`src/rtl/irq_evt_ctrl_v1_pkg.sv`:
```
// ---------------------------------------------------------------------------
// irq_evt_ctrl_v1_pkg
//   Shared definitions for the interrupt/event controller: SFR offsets
//   relative to BASE_ADDR, SFR field layouts, the handshake FSM state type
//   and a helper that sizes the interrupt id field.
// ---------------------------------------------------------------------------
package irq_evt_ctrl_v1_pkg;

  // Byte offsets of the four SFRs relative to BASE_ADDR
  localparam int IRQ_CTRL_OFS = 0;
  localparam int IRQ_EN_OFS   = 4;
  localparam int IRQ_PEND_OFS = 8;
  localparam int IRQ_ID_OFS   = 12;

  // Largest number of event sources the SFR layout can describe
  localparam int IRQ_MAX_SRC  = 31;

  typedef enum logic [1:0] {
    IRQ_IDLE = 2'd0,
    IRQ_REQ  = 2'd1,
    IRQ_SERV = 2'd2
  } irq_fsm_t;

  // IRQ_CTRL low bits: [0] global interrupt enable, [1] end-of-interrupt strobe
  typedef struct packed {
    logic eoi;
    logic gie;
  } irq_ctrl_t;

  typedef struct packed {
    logic [IRQ_MAX_SRC-1:0] src;
  } irq_en_t;

  typedef struct packed {
    logic [IRQ_MAX_SRC-1:0] src;
  } irq_pend_t;

  // IRQ_ID contents before placement on the bus (active goes to the MSB)
  typedef struct packed {
    logic       active;
    logic [4:0] id;
  } irq_id_t;

  // Width of the id field; a single-source build still needs one bit
  function automatic int irq_id_width(input int n_src);
    return (n_src > 1) ? $clog2(n_src) : 1;
  endfunction

endpackage

```
`src/rtl/irq_evt_ctrl_v1_if.sv`:
```
// ---------------------------------------------------------------------------
// irq_evt_ctrl_v1_if
//   Bundles the SFR bus, the event lines and the core-side interrupt
//   handshake of the controller.
//   master : system side (drives bus, events, ack; receives read data / irq)
//   slave  : controller side
//   Signals:
//     sys_clk_en    global enable, state holds when 0
//     sys_addr      SFR address
//     sys_wr_en     SFR write strobe
//     sys_sw_value  SFR write data
//     evt_in        peripheral event lines
//     irq_ack       core accepts current request
//     sfr_rd_dout   read data of addressed SFR (0 if not ours)
//     irq_req       interrupt request to the core
//     irq_id        id of requested / in-service source
// ---------------------------------------------------------------------------
interface irq_evt_ctrl_v1_if #(
  parameter int DATA_WIDTH = 32,
  parameter int ADDR_WIDTH = 32,
  parameter int N_SRC      = 8
);

  localparam int ID_W = irq_evt_ctrl_v1_pkg::irq_id_width(N_SRC);

  logic                  sys_clk_en;
  logic [ADDR_WIDTH-1:0] sys_addr;
  logic                  sys_wr_en;
  logic [DATA_WIDTH-1:0] sys_sw_value;
  logic [N_SRC-1:0]      evt_in;
  logic                  irq_ack;
  logic [DATA_WIDTH-1:0] sfr_rd_dout;
  logic                  irq_req;
  logic [ID_W-1:0]       irq_id;

  modport master (
    output sys_clk_en, sys_addr, sys_wr_en, sys_sw_value, evt_in, irq_ack,
    input  sfr_rd_dout, irq_req, irq_id
  );

  modport slave (
    input  sys_clk_en, sys_addr, sys_wr_en, sys_sw_value, evt_in, irq_ack,
    output sfr_rd_dout, irq_req, irq_id
  );

endinterface

```
`src/rtl/irq_evt_ctrl_v1_prio_enc.sv`:
```
// ---------------------------------------------------------------------------
// irq_prio_enc
//   Fixed-priority encoder: index 0 is the highest priority.
//   Ports:
//     req    in   N_SRC   candidate sources (pending and enabled)
//     valid  out  1       at least one candidate
//     id     out  ID_W    lowest set index of req (0 when none)
// ---------------------------------------------------------------------------
module irq_prio_enc #(
  parameter int N_SRC = 8,
  parameter int ID_W  = 3
) (
  input  logic [N_SRC-1:0] req,
  output logic             valid,
  output logic [ID_W-1:0]  id
);

  // Scan from the top down so the last hit, i.e. the lowest index, sticks
  always_comb begin
    valid = 1'b0;
    id    = '0;
    for (int i = N_SRC - 1; i >= 0; i--) begin
      if (req[i]) begin
        valid = 1'b1;
        id    = ID_W'(i);
      end
    end
  end

endmodule

```
`src/rtl/irq_evt_ctrl_v1.sv`:
```
// ---------------------------------------------------------------------------
// irq_evt_ctrl_v1
//   Interrupt/event controller. Rising edges on evt_in set SW-visible pending
//   flags; pending & enabled sources are resolved by fixed priority (index 0
//   highest) and presented to the core through a req / ack / EOI handshake.
//
//   SFRs (byte offsets from BASE_ADDR):
//     +0  IRQ_CTRL  [0] GIE rw, [1] EOI write-1 strobe (reads 0)
//     +4  IRQ_EN    [N_SRC-1:0] rw
//     +8  IRQ_PEND  [N_SRC-1:0] HW set, write-1-to-clear
//     +12 IRQ_ID    [ID_W-1:0] current id, [DATA_WIDTH-1] ACTIVE, ro
//
//   Ports:
//     sys_clk  in  system clock (only clock)
//     sys_rst  in  asynchronous active-high reset
//     bus      irq_evt_ctrl_v1_if.slave (SFR bus, events, irq handshake)
//
//   Build option:
//     IRQ_EVT_SYNC_EN  when defined, each evt_in bit passes a 2-flop
//                      synchronizer before edge detection (+2 cycles latency)
// ---------------------------------------------------------------------------
module irq_evt_ctrl_v1
  import irq_evt_ctrl_v1_pkg::*;
#(
  parameter int          DATA_WIDTH = 32,
  parameter int          ADDR_WIDTH = 32,
  parameter int unsigned BASE_ADDR  = 0,
  parameter int          N_SRC      = 8
) (
  input logic              sys_clk,
  input logic              sys_rst,
  irq_evt_ctrl_v1_if.slave bus
);

  localparam int ID_W = irq_id_width(N_SRC);

  localparam logic [ADDR_WIDTH-1:0] ADDR_CTRL = ADDR_WIDTH'(BASE_ADDR + IRQ_CTRL_OFS);
  localparam logic [ADDR_WIDTH-1:0] ADDR_EN   = ADDR_WIDTH'(BASE_ADDR + IRQ_EN_OFS);
  localparam logic [ADDR_WIDTH-1:0] ADDR_PEND = ADDR_WIDTH'(BASE_ADDR + IRQ_PEND_OFS);
  localparam logic [ADDR_WIDTH-1:0] ADDR_ID   = ADDR_WIDTH'(BASE_ADDR + IRQ_ID_OFS);

  // State registers
  logic             gie_q, gie_d;
  logic [N_SRC-1:0] en_q, en_d;
  logic [N_SRC-1:0] pend_q, pend_d;
  logic [N_SRC-1:0] evt_prev_q, evt_prev_d;
  irq_fsm_t         state_q, state_d;
  logic [ID_W-1:0]  irq_id_q, irq_id_d;

  // Decode / datapath
  irq_ctrl_t        ctrl_wr;
  logic             sel_ctrl, sel_en, sel_pend, sel_id;
  logic             eoi;
  logic [N_SRC-1:0] evt_s;
  logic [N_SRC-1:0] evt_rise;
  logic [N_SRC-1:0] pend_w1c;
  logic [N_SRC-1:0] ack_clr;
  logic [N_SRC-1:0] cand;
  logic             enc_valid;
  logic [ID_W-1:0]  enc_id;
  logic             irq_req_o;
  logic             active;

  // -------------------------------------------------------------------------
  // Event input stage
  // -------------------------------------------------------------------------
`ifdef IRQ_EVT_SYNC_EN
  logic [N_SRC-1:0] sync1_q, sync1_d;
  logic [N_SRC-1:0] sync2_q, sync2_d;

  always_comb begin
    sync1_d = bus.evt_in;
    sync2_d = sync1_q;
  end

  always_ff @(posedge sys_clk or posedge sys_rst) begin
    if (sys_rst) begin
      sync1_q <= '0;
      sync2_q <= '0;
    end else if (bus.sys_clk_en) begin
      sync1_q <= sync1_d;
      sync2_q <= sync2_d;
    end
  end

  assign evt_s = sync2_q;
`else
  assign evt_s = bus.evt_in;
`endif

  // -------------------------------------------------------------------------
  // SFR write decode and pending-flag update
  // -------------------------------------------------------------------------
  always_comb begin
    sel_ctrl = (bus.sys_addr == ADDR_CTRL);
    sel_en   = (bus.sys_addr == ADDR_EN);
    sel_pend = (bus.sys_addr == ADDR_PEND);
    sel_id   = (bus.sys_addr == ADDR_ID);

    ctrl_wr  = irq_ctrl_t'(bus.sys_sw_value[1:0]);
    eoi      = bus.sys_wr_en && sel_ctrl && ctrl_wr.eoi;
    gie_d    = (bus.sys_wr_en && sel_ctrl) ? ctrl_wr.gie : gie_q;
    en_d     = (bus.sys_wr_en && sel_en) ? bus.sys_sw_value[N_SRC-1:0] : en_q;
    pend_w1c = (bus.sys_wr_en && sel_pend) ? bus.sys_sw_value[N_SRC-1:0] : '0;

    evt_rise   = evt_s & ~evt_prev_q;
    evt_prev_d = evt_s;

    ack_clr = '0;
    if (state_q == IRQ_REQ && bus.irq_ack) begin
      ack_clr[irq_id_q] = 1'b1;
    end

    // A new hardware edge beats any clear (SW W1C or ack) in the same cycle
    pend_d = (pend_q & ~pend_w1c & ~ack_clr) | evt_rise;

    // Only raise a request for a source that stays pending and enabled
    // after this cycle's SW writes, so a same-cycle revoke never glitches irq_req
    cand = pend_q & en_q & pend_d & en_d;
  end

  irq_prio_enc #(
    .N_SRC (N_SRC),
    .ID_W  (ID_W)
  ) u_prio_enc (
    .req   (cand),
    .valid (enc_valid),
    .id    (enc_id)
  );

  // -------------------------------------------------------------------------
  // Handshake FSM: state register
  // -------------------------------------------------------------------------
  always_ff @(posedge sys_clk or posedge sys_rst) begin
    if (sys_rst) begin
      state_q  <= IRQ_IDLE;
      irq_id_q <= '0;
    end else if (bus.sys_clk_en) begin
      state_q  <= state_d;
      irq_id_q <= irq_id_d;
    end
  end

  // -------------------------------------------------------------------------
  // Handshake FSM: next state
  //   REQ withdraws when SW revokes GIE, EN or PEND of the requested source;
  //   an ack in the same cycle takes precedence since the core already
  //   committed to servicing it.
  // -------------------------------------------------------------------------
  always_comb begin
    state_d  = state_q;
    irq_id_d = irq_id_q;
    case (state_q)
      IRQ_IDLE: begin
        if (gie_q && gie_d && enc_valid) begin
          state_d  = IRQ_REQ;
          irq_id_d = enc_id;
        end
      end
      IRQ_REQ: begin
        if (bus.irq_ack) begin
          state_d = IRQ_SERV;
        end else if (!gie_d || !pend_d[irq_id_q] || !en_d[irq_id_q]) begin
          state_d = IRQ_IDLE;
        end
      end
      IRQ_SERV: begin
        if (eoi) begin
          state_d = IRQ_IDLE;
        end
      end
      default: state_d = IRQ_IDLE;
    endcase
  end

  // -------------------------------------------------------------------------
  // Handshake FSM: outputs
  // -------------------------------------------------------------------------
  always_comb begin
    irq_req_o = (state_q == IRQ_REQ);
    active    = (state_q != IRQ_IDLE);
  end

  assign bus.irq_req = irq_req_o;
  assign bus.irq_id  = irq_id_q;

  // -------------------------------------------------------------------------
  // SFR storage
  // -------------------------------------------------------------------------
  always_ff @(posedge sys_clk or posedge sys_rst) begin
    if (sys_rst) begin
      gie_q      <= 1'b0;
      en_q       <= '0;
      pend_q     <= '0;
      evt_prev_q <= '0;
    end else if (bus.sys_clk_en) begin
      gie_q      <= gie_d;
      en_q       <= en_d;
      pend_q     <= pend_d;
      evt_prev_q <= evt_prev_d;
    end
  end

  // -------------------------------------------------------------------------
  // Read path: each SFR gates its word with its own select, words are ORed
  // -------------------------------------------------------------------------
  irq_en_t               en_view;
  irq_pend_t             pend_view;
  irq_id_t               id_view;
  logic [DATA_WIDTH-1:0] rd_ctrl, rd_en, rd_pend, rd_id;

  always_comb begin
    en_view                  = '0;
    en_view.src[N_SRC-1:0]   = en_q;
    pend_view                = '0;
    pend_view.src[N_SRC-1:0] = pend_q;
    id_view                  = '0;
    id_view.id               = 5'(irq_id_q);
    id_view.active           = active;

    rd_ctrl    = '0;
    rd_ctrl[0] = gie_q;

    rd_en              = '0;
    rd_en[N_SRC-1:0]   = en_view.src[N_SRC-1:0];

    rd_pend            = '0;
    rd_pend[N_SRC-1:0] = pend_view.src[N_SRC-1:0];

    rd_id                 = '0;
    rd_id[ID_W-1:0]       = id_view.id[ID_W-1:0];
    rd_id[DATA_WIDTH-1]   = id_view.active;

    bus.sfr_rd_dout = ({DATA_WIDTH{sel_ctrl}} & rd_ctrl)
                    | ({DATA_WIDTH{sel_en}}   & rd_en)
                    | ({DATA_WIDTH{sel_pend}} & rd_pend)
                    | ({DATA_WIDTH{sel_id}}   & rd_id);
  end

endmodule
```
`src/flat_wrapper.sv`:
```
// flat-port wrapper written by rule: the top's interface ports become plain ports
module irq_evt_ctrl_v1_flat import irq_evt_ctrl_v1_pkg::*;
#(
  parameter int          DATA_WIDTH = 32,
  parameter int          ADDR_WIDTH = 32,
  parameter int unsigned BASE_ADDR  = 0,
  parameter int          N_SRC      = 8
)
  (sys_clk, sys_rst, bus_sys_clk_en, bus_sys_addr, bus_sys_wr_en, bus_sys_sw_value, bus_evt_in, bus_irq_ack, bus_sfr_rd_dout, bus_irq_req, bus_irq_id);
  irq_evt_ctrl_v1_if #(.DATA_WIDTH(DATA_WIDTH), .ADDR_WIDTH(ADDR_WIDTH), .N_SRC(N_SRC)) bus_i ();
  input logic sys_clk;
  input logic sys_rst;
  input wire logic [$bits(bus_i.sys_clk_en)-1:0] bus_sys_clk_en;
  input wire logic [$bits(bus_i.sys_addr)-1:0] bus_sys_addr;
  input wire logic [$bits(bus_i.sys_wr_en)-1:0] bus_sys_wr_en;
  input wire logic [$bits(bus_i.sys_sw_value)-1:0] bus_sys_sw_value;
  input wire logic [$bits(bus_i.evt_in)-1:0] bus_evt_in;
  input wire logic [$bits(bus_i.irq_ack)-1:0] bus_irq_ack;
  output wire logic [$bits(bus_i.sfr_rd_dout)-1:0] bus_sfr_rd_dout;
  output wire logic [$bits(bus_i.irq_req)-1:0] bus_irq_req;
  output wire logic [$bits(bus_i.irq_id)-1:0] bus_irq_id;
  assign bus_i.sys_clk_en = bus_sys_clk_en;
  assign bus_i.sys_addr = bus_sys_addr;
  assign bus_i.sys_wr_en = bus_sys_wr_en;
  assign bus_i.sys_sw_value = bus_sys_sw_value;
  assign bus_i.evt_in = bus_evt_in;
  assign bus_i.irq_ack = bus_irq_ack;
  assign bus_sfr_rd_dout = bus_i.sfr_rd_dout;
  assign bus_irq_req = bus_i.irq_req;
  assign bus_irq_id = bus_i.irq_id;
  irq_evt_ctrl_v1 #(.DATA_WIDTH(DATA_WIDTH), .ADDR_WIDTH(ADDR_WIDTH), .BASE_ADDR(BASE_ADDR), .N_SRC(N_SRC)) u_core (.sys_clk(sys_clk), .sys_rst(sys_rst), .bus(bus_i));
endmodule
```
`config.mk`:
```
export PLATFORM = sky130hd
export DESIGN_NAME = irq_evt_ctrl_v1_flat
export DESIGN_NICKNAME = d
export VERILOG_FILES = /design/src/rtl/irq_evt_ctrl_v1_pkg.sv /design/src/rtl/irq_evt_ctrl_v1_if.sv /design/src/rtl/irq_evt_ctrl_v1_prio_enc.sv /design/src/rtl/irq_evt_ctrl_v1.sv /design/src/flat_wrapper.sv
export SDC_FILE = /design/constraint.sdc
export NUM_CORES = 1
export LEC_CHECK = 0
export ABC_AREA = 0
export CAP_MARGIN = 20
export CORE_MARGIN = 5
export CORE_UTILIZATION = 41
export DETAILED_ROUTE_END_ITERATION = 7
export PLACE_DENSITY_LB_ADDON = 0.08
export SLEW_MARGIN = 10
export SYNTH_ARGS = -nofsm -noshare
export SYNTH_HDL_FRONTEND = slang
export SYNTH_HIERARCHICAL = 1
export SYNTH_SLANG_ARGS = --single-unit
```
`constraint.sdc`:
```
create_clock -name sys_clk -period 2.9 [get_ports sys_clk]
set_input_delay 0.435 -clock sys_clk [delete_from_list [all_inputs] [get_ports sys_clk]]
set_output_delay 0.435 -clock sys_clk [all_outputs]
set_load 0.02 [all_outputs]
```
Word level (Yosys, flattened, before mapping)
Index checks and enable logic that the tools add are counted.
{"block": "word_totals", "memories": 0, "ram_bits": 0, "register_bits": 30, "out_inout_bits": 36, "rom_bits": 0, "input_bits": 77, "latchBits": 0, "wordCells": 82}
{"block": "classes", "n_eq_ne": 8, "n_lt_le_gt_ge": 2, "mux": 31, "reduce_logical": 18, "addsub": 0, "n_bitwise": 17, "n_shift": 0, "div_mod_pow": 0, "multipliers": 0}
{"operator": "32-bit OR", "n": 3}
{"operator": "32-bit by 8-bit bitwise AND with 32-bit output", "n": 2}
{"operator": "32-bit by 4-bit equality test with 1-bit output, second input constant", "n": 2}
{"operator": "8-bit bitwise AND", "n": 6}
{"operator": "32-bit by 1-bit bitwise AND with 32-bit output", "n": 1}
{"operator": "32-bit bitwise AND", "n": 1}
{"operator": "32-bit by 3-bit equality test with 1-bit output, second input constant", "n": 1}
{"operator": "32-bit zero test", "n": 1}
{"operator": "3-bit two-way mux", "n": 8}
{"operator": "8-bit two-way mux", "n": 3}
{"operator": "8-bit NOT", "n": 3}
{"operator": "1-bit two-way mux", "n": 12}
{"operator": "1-bit logical AND", "n": 8}
{"operator": "2-bit two-way mux", "n": 4}
{"operator": "8-bit OR", "n": 1}
{"operator": "1-bit binary-select mux with 3-bit select", "n": 2}
{"operator": "2-bit case mux with 3 select lines", "n": 1}
{"operator": "3-bit by 4-bit < comparator with 1-bit output, second input constant", "n": 1}
{"operator": "2-bit by 1-bit != test with 1-bit output, second input constant", "n": 2}
{"operator": "4-bit AND reduction", "n": 1}
{"operator": "1-bit demux with 3-bit select", "n": 1}
{"operator": "3-bit by 1-bit greater-or-equal comparator with 1-bit output, second input constant", "n": 1}
{"operator": "1-bit zero test", "n": 3}
{"operator": "3-bit by 2-bit != test with 1-bit output, second input constant", "n": 1}
{"operator": "6 further kinds", "n": 7}

Depth between registers and ports, before layout
Gate-level depths: netlist (run 1).
{"block": "logic_depth", "depth_word": 21, "mapped_depth": 13, "ltp_nobuf": 12}

Hierarchy
The synthesis (run 1) kept the hierarchy.
{"mod": "irq_evt_ctrl_v1", "area_each_um2": 2275.9, "seq_area_each_um2": 750.7, "n_inst": 1, "cells_each": 266}
{"mod": "irq_prio_enc", "area_each_um2": 80.1, "seq_area_each_um2": 0.0, "n_inst": 1, "cells_each": 13}

Worst setup path before layout (run 1)
Ideal clock, no wire load.
{"block": "synth_path", "path_kind": "input to register", "startpoint": "in bus_sys_addr[30]", "endpoint": "reg u_core.irq_id_q[0], in the netlist u_core/bus.irq_id[0]", "path_slack_ps": 231, "arrival_ps": 2544, "required_ps": 2775, "path_stages": 12, "setup_time_ps": 125, "n_path_buf": 2, "path_cell_list": "nor4_1 -> and4_1 -> buf_6 -> nand4_4 -> buf_2 -> o211ai_1 -> nor2_1 -> nor4_1 -> nand2_1 -> nand4_1 -> a21oi_1 -> mux2_2"}
{"block": "synth_between", "word_cells_on_any_way": 34, "classes_between": "2 x eq/ne; 19 x mux; 6 x bitwise; 7 x reduce/logical"}
{"item": "start: declaration", "line": "flat_wrapper.sv:14", "rtl": "input wire logic [$bits(bus_i.sys_addr)-1:0] bus_sys_addr;"}
{"item": "32-bit by 4-bit equality test with 1-bit output", "line": "irq_evt_ctrl_v1.sv:97", "rtl": "sel_pend = (bus.sys_addr == ADDR_PEND);"}
{"item": "1-bit logical AND", "line": "irq_evt_ctrl_v1.sv:104", "rtl": "pend_w1c = (bus.sys_wr_en && sel_pend) ? bus.sys_sw_value[N_SRC-1:0] : '0;"}
{"item": "8-bit two-way mux", "line": "irq_evt_ctrl_v1.sv:104"}
{"item": "8-bit NOT", "line": "irq_evt_ctrl_v1.sv:115", "rtl": "pend_d = (pend_q & ~pend_w1c & ~ack_clr) | evt_rise;"}
{"item": "8-bit bitwise AND (2 in series)", "line": "irq_evt_ctrl_v1.sv:115"}
{"item": "8-bit OR", "line": "irq_evt_ctrl_v1.sv:115"}
{"item": "8-bit bitwise AND", "line": "irq_evt_ctrl_v1.sv:119", "rtl": "cand = pend_q & en_q & pend_d & en_d;"}
{"item": "8-bit bitwise AND (*)", "line": "irq_evt_ctrl_v1.sv:119"}
{"item": "named net u_core.cand[5]", "line": "irq_evt_ctrl_v1.sv:58", "rtl": "logic [N_SRC-1:0] cand;"}
{"item": "1-bit two-way mux (*) (6 in series)", "line": "irq_evt_ctrl_v1_prio_enc.sv:23", "rtl": "if (req[i]) begin"}
{"item": "named net u_core.enc_valid", "line": "irq_evt_ctrl_v1.sv:59", "rtl": "logic enc_valid;"}
{"item": "1-bit logical AND (*)", "line": "irq_evt_ctrl_v1.sv:155", "rtl": "if (gie_q && gie_d && enc_valid) begin"}
{"item": "3-bit AND reduction (no line) (*)"}
{"item": "end signal: assignment", "line": "irq_evt_ctrl_v1.sv:140", "rtl": "irq_id_q <= irq_id_d;"}
{"item": "end: declaration", "line": "irq_evt_ctrl_v1.sv:48", "rtl": "logic [ID_W-1:0] irq_id_q, irq_id_d;"}
The timed path passes the listed nets; every way through them passes the cells marked *.
A chain may end at the register's enable or synchronous reset.

Worst setup path after layout (run 1)
{"block": "layout_path", "startpoint": "in bus_sys_addr[24]", "endpoint": "reg u_core.irq_id_q[0], in the netlist u_core/bus.irq_id[0]"}
Same word-level chain as after synthesis.

==> results of run 1 <==
## final timing paths
kind / to / depth (start not counted)
worst max-delay path: u_core/bus.irq_id[0] / 12
worst min-delay path: u_core/evt_prev_q[0] / 1
worst max register to register: u_core/bus.irq_id[0] / 10
worst min register to register: u_core/evt_prev_q[0] / 1
max in group asynchronous: u_core/gie_q / 3
min in group asynchronous: u_core/pend_q[7] / 3
## repair_timing
action,4_1_cts,5_1_grt
hold buffers,0,0
endpoints found under the setup margin,13,12
pin swaps,3,14
resized for setup,22,41
buffers inserted,1,9
## logic make-up after synthesis
logic type,share of synthesized area (%)
flip-flops,31.9
AO/OA/AOI/OAI,21.8
AND/OR/NAND/NOR,23.4
other,0.159
buffers and inverters,12.8
multiplexers,9.93
## power by group
part           internal [W]  leakage [nW]  switching, W
Combinational     0.0000858          1.34      0.000103
Sequential         0.000429         0.352    0.00000308
Clock              0.000191        0.0482      0.000155
Total              0.000706          1.74      0.000262
## worst max-delay path: stages
cell and delay, ns:
clkdlybuf4s50_1 0.41, nor4_2 0.26, and4_4 0.31, buf_4 0.13
and4_1 0.22, a2bb2oi_2 0.19, nor2_1 0.12, nor4_2 0.35
nand2_1 0.10, nand4_1 0.15, a21oi_4 0.07, mux2_4 0.31
## state kept, by name, indices dropped and copies added (netlist names)
register,cells
u_core/pend_q,8
u_core/en_q,8
u_core/state_q,2
u_core/bus.irq_id,3
u_core/evt_prev_q,8
u_core/gie_q,1
## synth_stat cells (all sizes together) (3+ instances only)
master and n:
mux2 12, o31ai 5, buf 30, nor2 35
nor2b 6, a21oi 17, nand2 17, mux2i 5
nor3 5, a2bb2oi 4, nand3 6, and3 3
o211ai 10, dfrtp 30, and4 4, clkbuf 7
a22oi 11, o21ai 16, nor4 10, a211oi 3
inv 14, nand4 7
## through the flow
stage	power, W	setup slack (ns)
finish	0.000967	0.0269
floorplan	0.000535	0.231
global placement	0.000613	-0.374
detailed placement	0.000614	-0.412
global route	0.00101	-0.0279
CTS	0.000966	0.00182
## area by class of cell
type | instances | area (sq um)
tap | 72 | 90.1
clock buffer | 7 | 86.3
inverter | 14 | 52.6
fill | 482 | 1940
multi-input combinational | 220 | 1530
timing repair buffer | 118 | 1090
clock inverter | 1 | 5.00
sequential | 30 | 751
## metal layers
metal	GRT usage [%]	routed length, microns
met1	27.8	3370
met2	36.0	4160
met4	7.05	120
met5	0	0
met3	5.00	575
==> results.ini, run 1 <==
[global_route]
total_track_usage_pct = 21.7
first_pass_grt_wire_length_mm = 12.6
grt_max_degree = 31
grt.overflow.total = 0
grt_pass1_vias = 2473
grt_antenna_before_repair = 0

[sta]
final.period_utilization_pct = 99.1
tns_ns = 0
final_hold_viol_count = 0
setup_violations = 0
timing_max_transition_violations_final = 0
timing.clock.skew_ns = 0.00491
final.min_clock_period_ns = 2.87
hold_slack_ns = 0.510
fmaxAchievable_mhz = 348

[yosys]
share_of_the_synthesized_area_in_the_top_cell_type_pct = 31.9
synth_sequential_area_ratio_pct = 31.9
netlist.top_cell.by_area = dfrtp_1
synth_edf_count = 0
post_synth_instance_area_sq_um = 2360
synth-async-reset-ratio_pct = 100
synth.lib_cells_used.distinct = 46
yosys_register_bits = 30
dominantRegCellSynth = dfrtp_1
synth_warnings = 6
syn-mean-instance-area_sq_um = 8.44
ys_top_cells_by_area = dfrtp_1 32%, buf_4 7.6%, nor2_1 5.6%, mux2_4 4.5%, a21oi_1 3.6%
synth_cells = 279

[routing]
drt_iter0_markers = 161
ant_nets = 0
detail_route.vias_per_cell = 5.51
drt_wl_total_mm = 8.23
drt-pass1-iter-count = 5
post-route-drc-count = 0
post_drt_wl_per_cell_microns = 17.8
detailed_route_via_count = 2544

[critical_path]
startpoint_class_of_the_critical_path = primary input
crit-reg2reg-launch = u_core/state_q[0]
critPathMaxFanout = 5
required_time_of_the_critical_path_ns = 3.07
critical_path_data_arrival_time_ns = 3.04
timing.critical_path.from = bus_sys_addr[24]
rrSetupSlack_ns = 0.10
setup.worst_path.class = primary input to flip-flop
worstSetupEndpointType = flip-flop

[clocking]
tritoncts = yes
numClockSinks = 30
clk_latency_ns = 0.28
cts-root-buf = clkbuf_8
htree_num_levels = 2
tritoncts.num_buffers = 5
cts.clk_slew.worst_paths_ns = 0.07
clock_path_buffers = 2

[final_layout]
mostFrequentLayoutCell = buf_4
finalNetCount = 466
commonest_cells_after_routing_fill_and_taps_aside = 50 x buf_4, 36 x clkdlybuf4s50_1, 34 x nor2_1
final_layout_size_suffix_gt1_share_pct = 25.1
final_cell_area_sq_um = 3600
synthToLayoutAreaGrowth_pct = 53.0
post-route-util_pct = 65.1
antennaDiodeCount = 0
layoutNonFillerInstCount = 462

[die]
fp-row-count = 27
floorplan.core_area_sq_um = 5540
die_width_microns = 85.8
ios = 113
start_util_pct = 42.5
fp.dieArea_sq_um = 7360
die-height_microns = 85.8

[status]
status = finished, final reports clean

[placed_design]
numPlacedInstances = 444
number_of_i_o_port_buffers = 65
routabilityCongestion = 0.945
hpwlAfterDp_mm = 6.07
placed_cell_area_sq_um = 3250

[power_and_ir_drop]
power_density_nw_per_um2 = 268
peakVddDrop_mv = 0.189
cellLeakagePower_nw = 1.74

[flow_run]
timing.max_cap.violations = 0

[worst_hold_path]
hold_class = flip-flop to flip-flop
hold_path.startpoint = u_core/evt_prev_q[0]

(Power assumes the default switching activity.)
==> run 2: changes to the inputs <==
Settings changed: ABC_CLOCK_PERIOD_IN_PS set to 2900.
==> results of run 2 <==
Same layout as run 1: the final DEF is identical, and so are final timing and power.
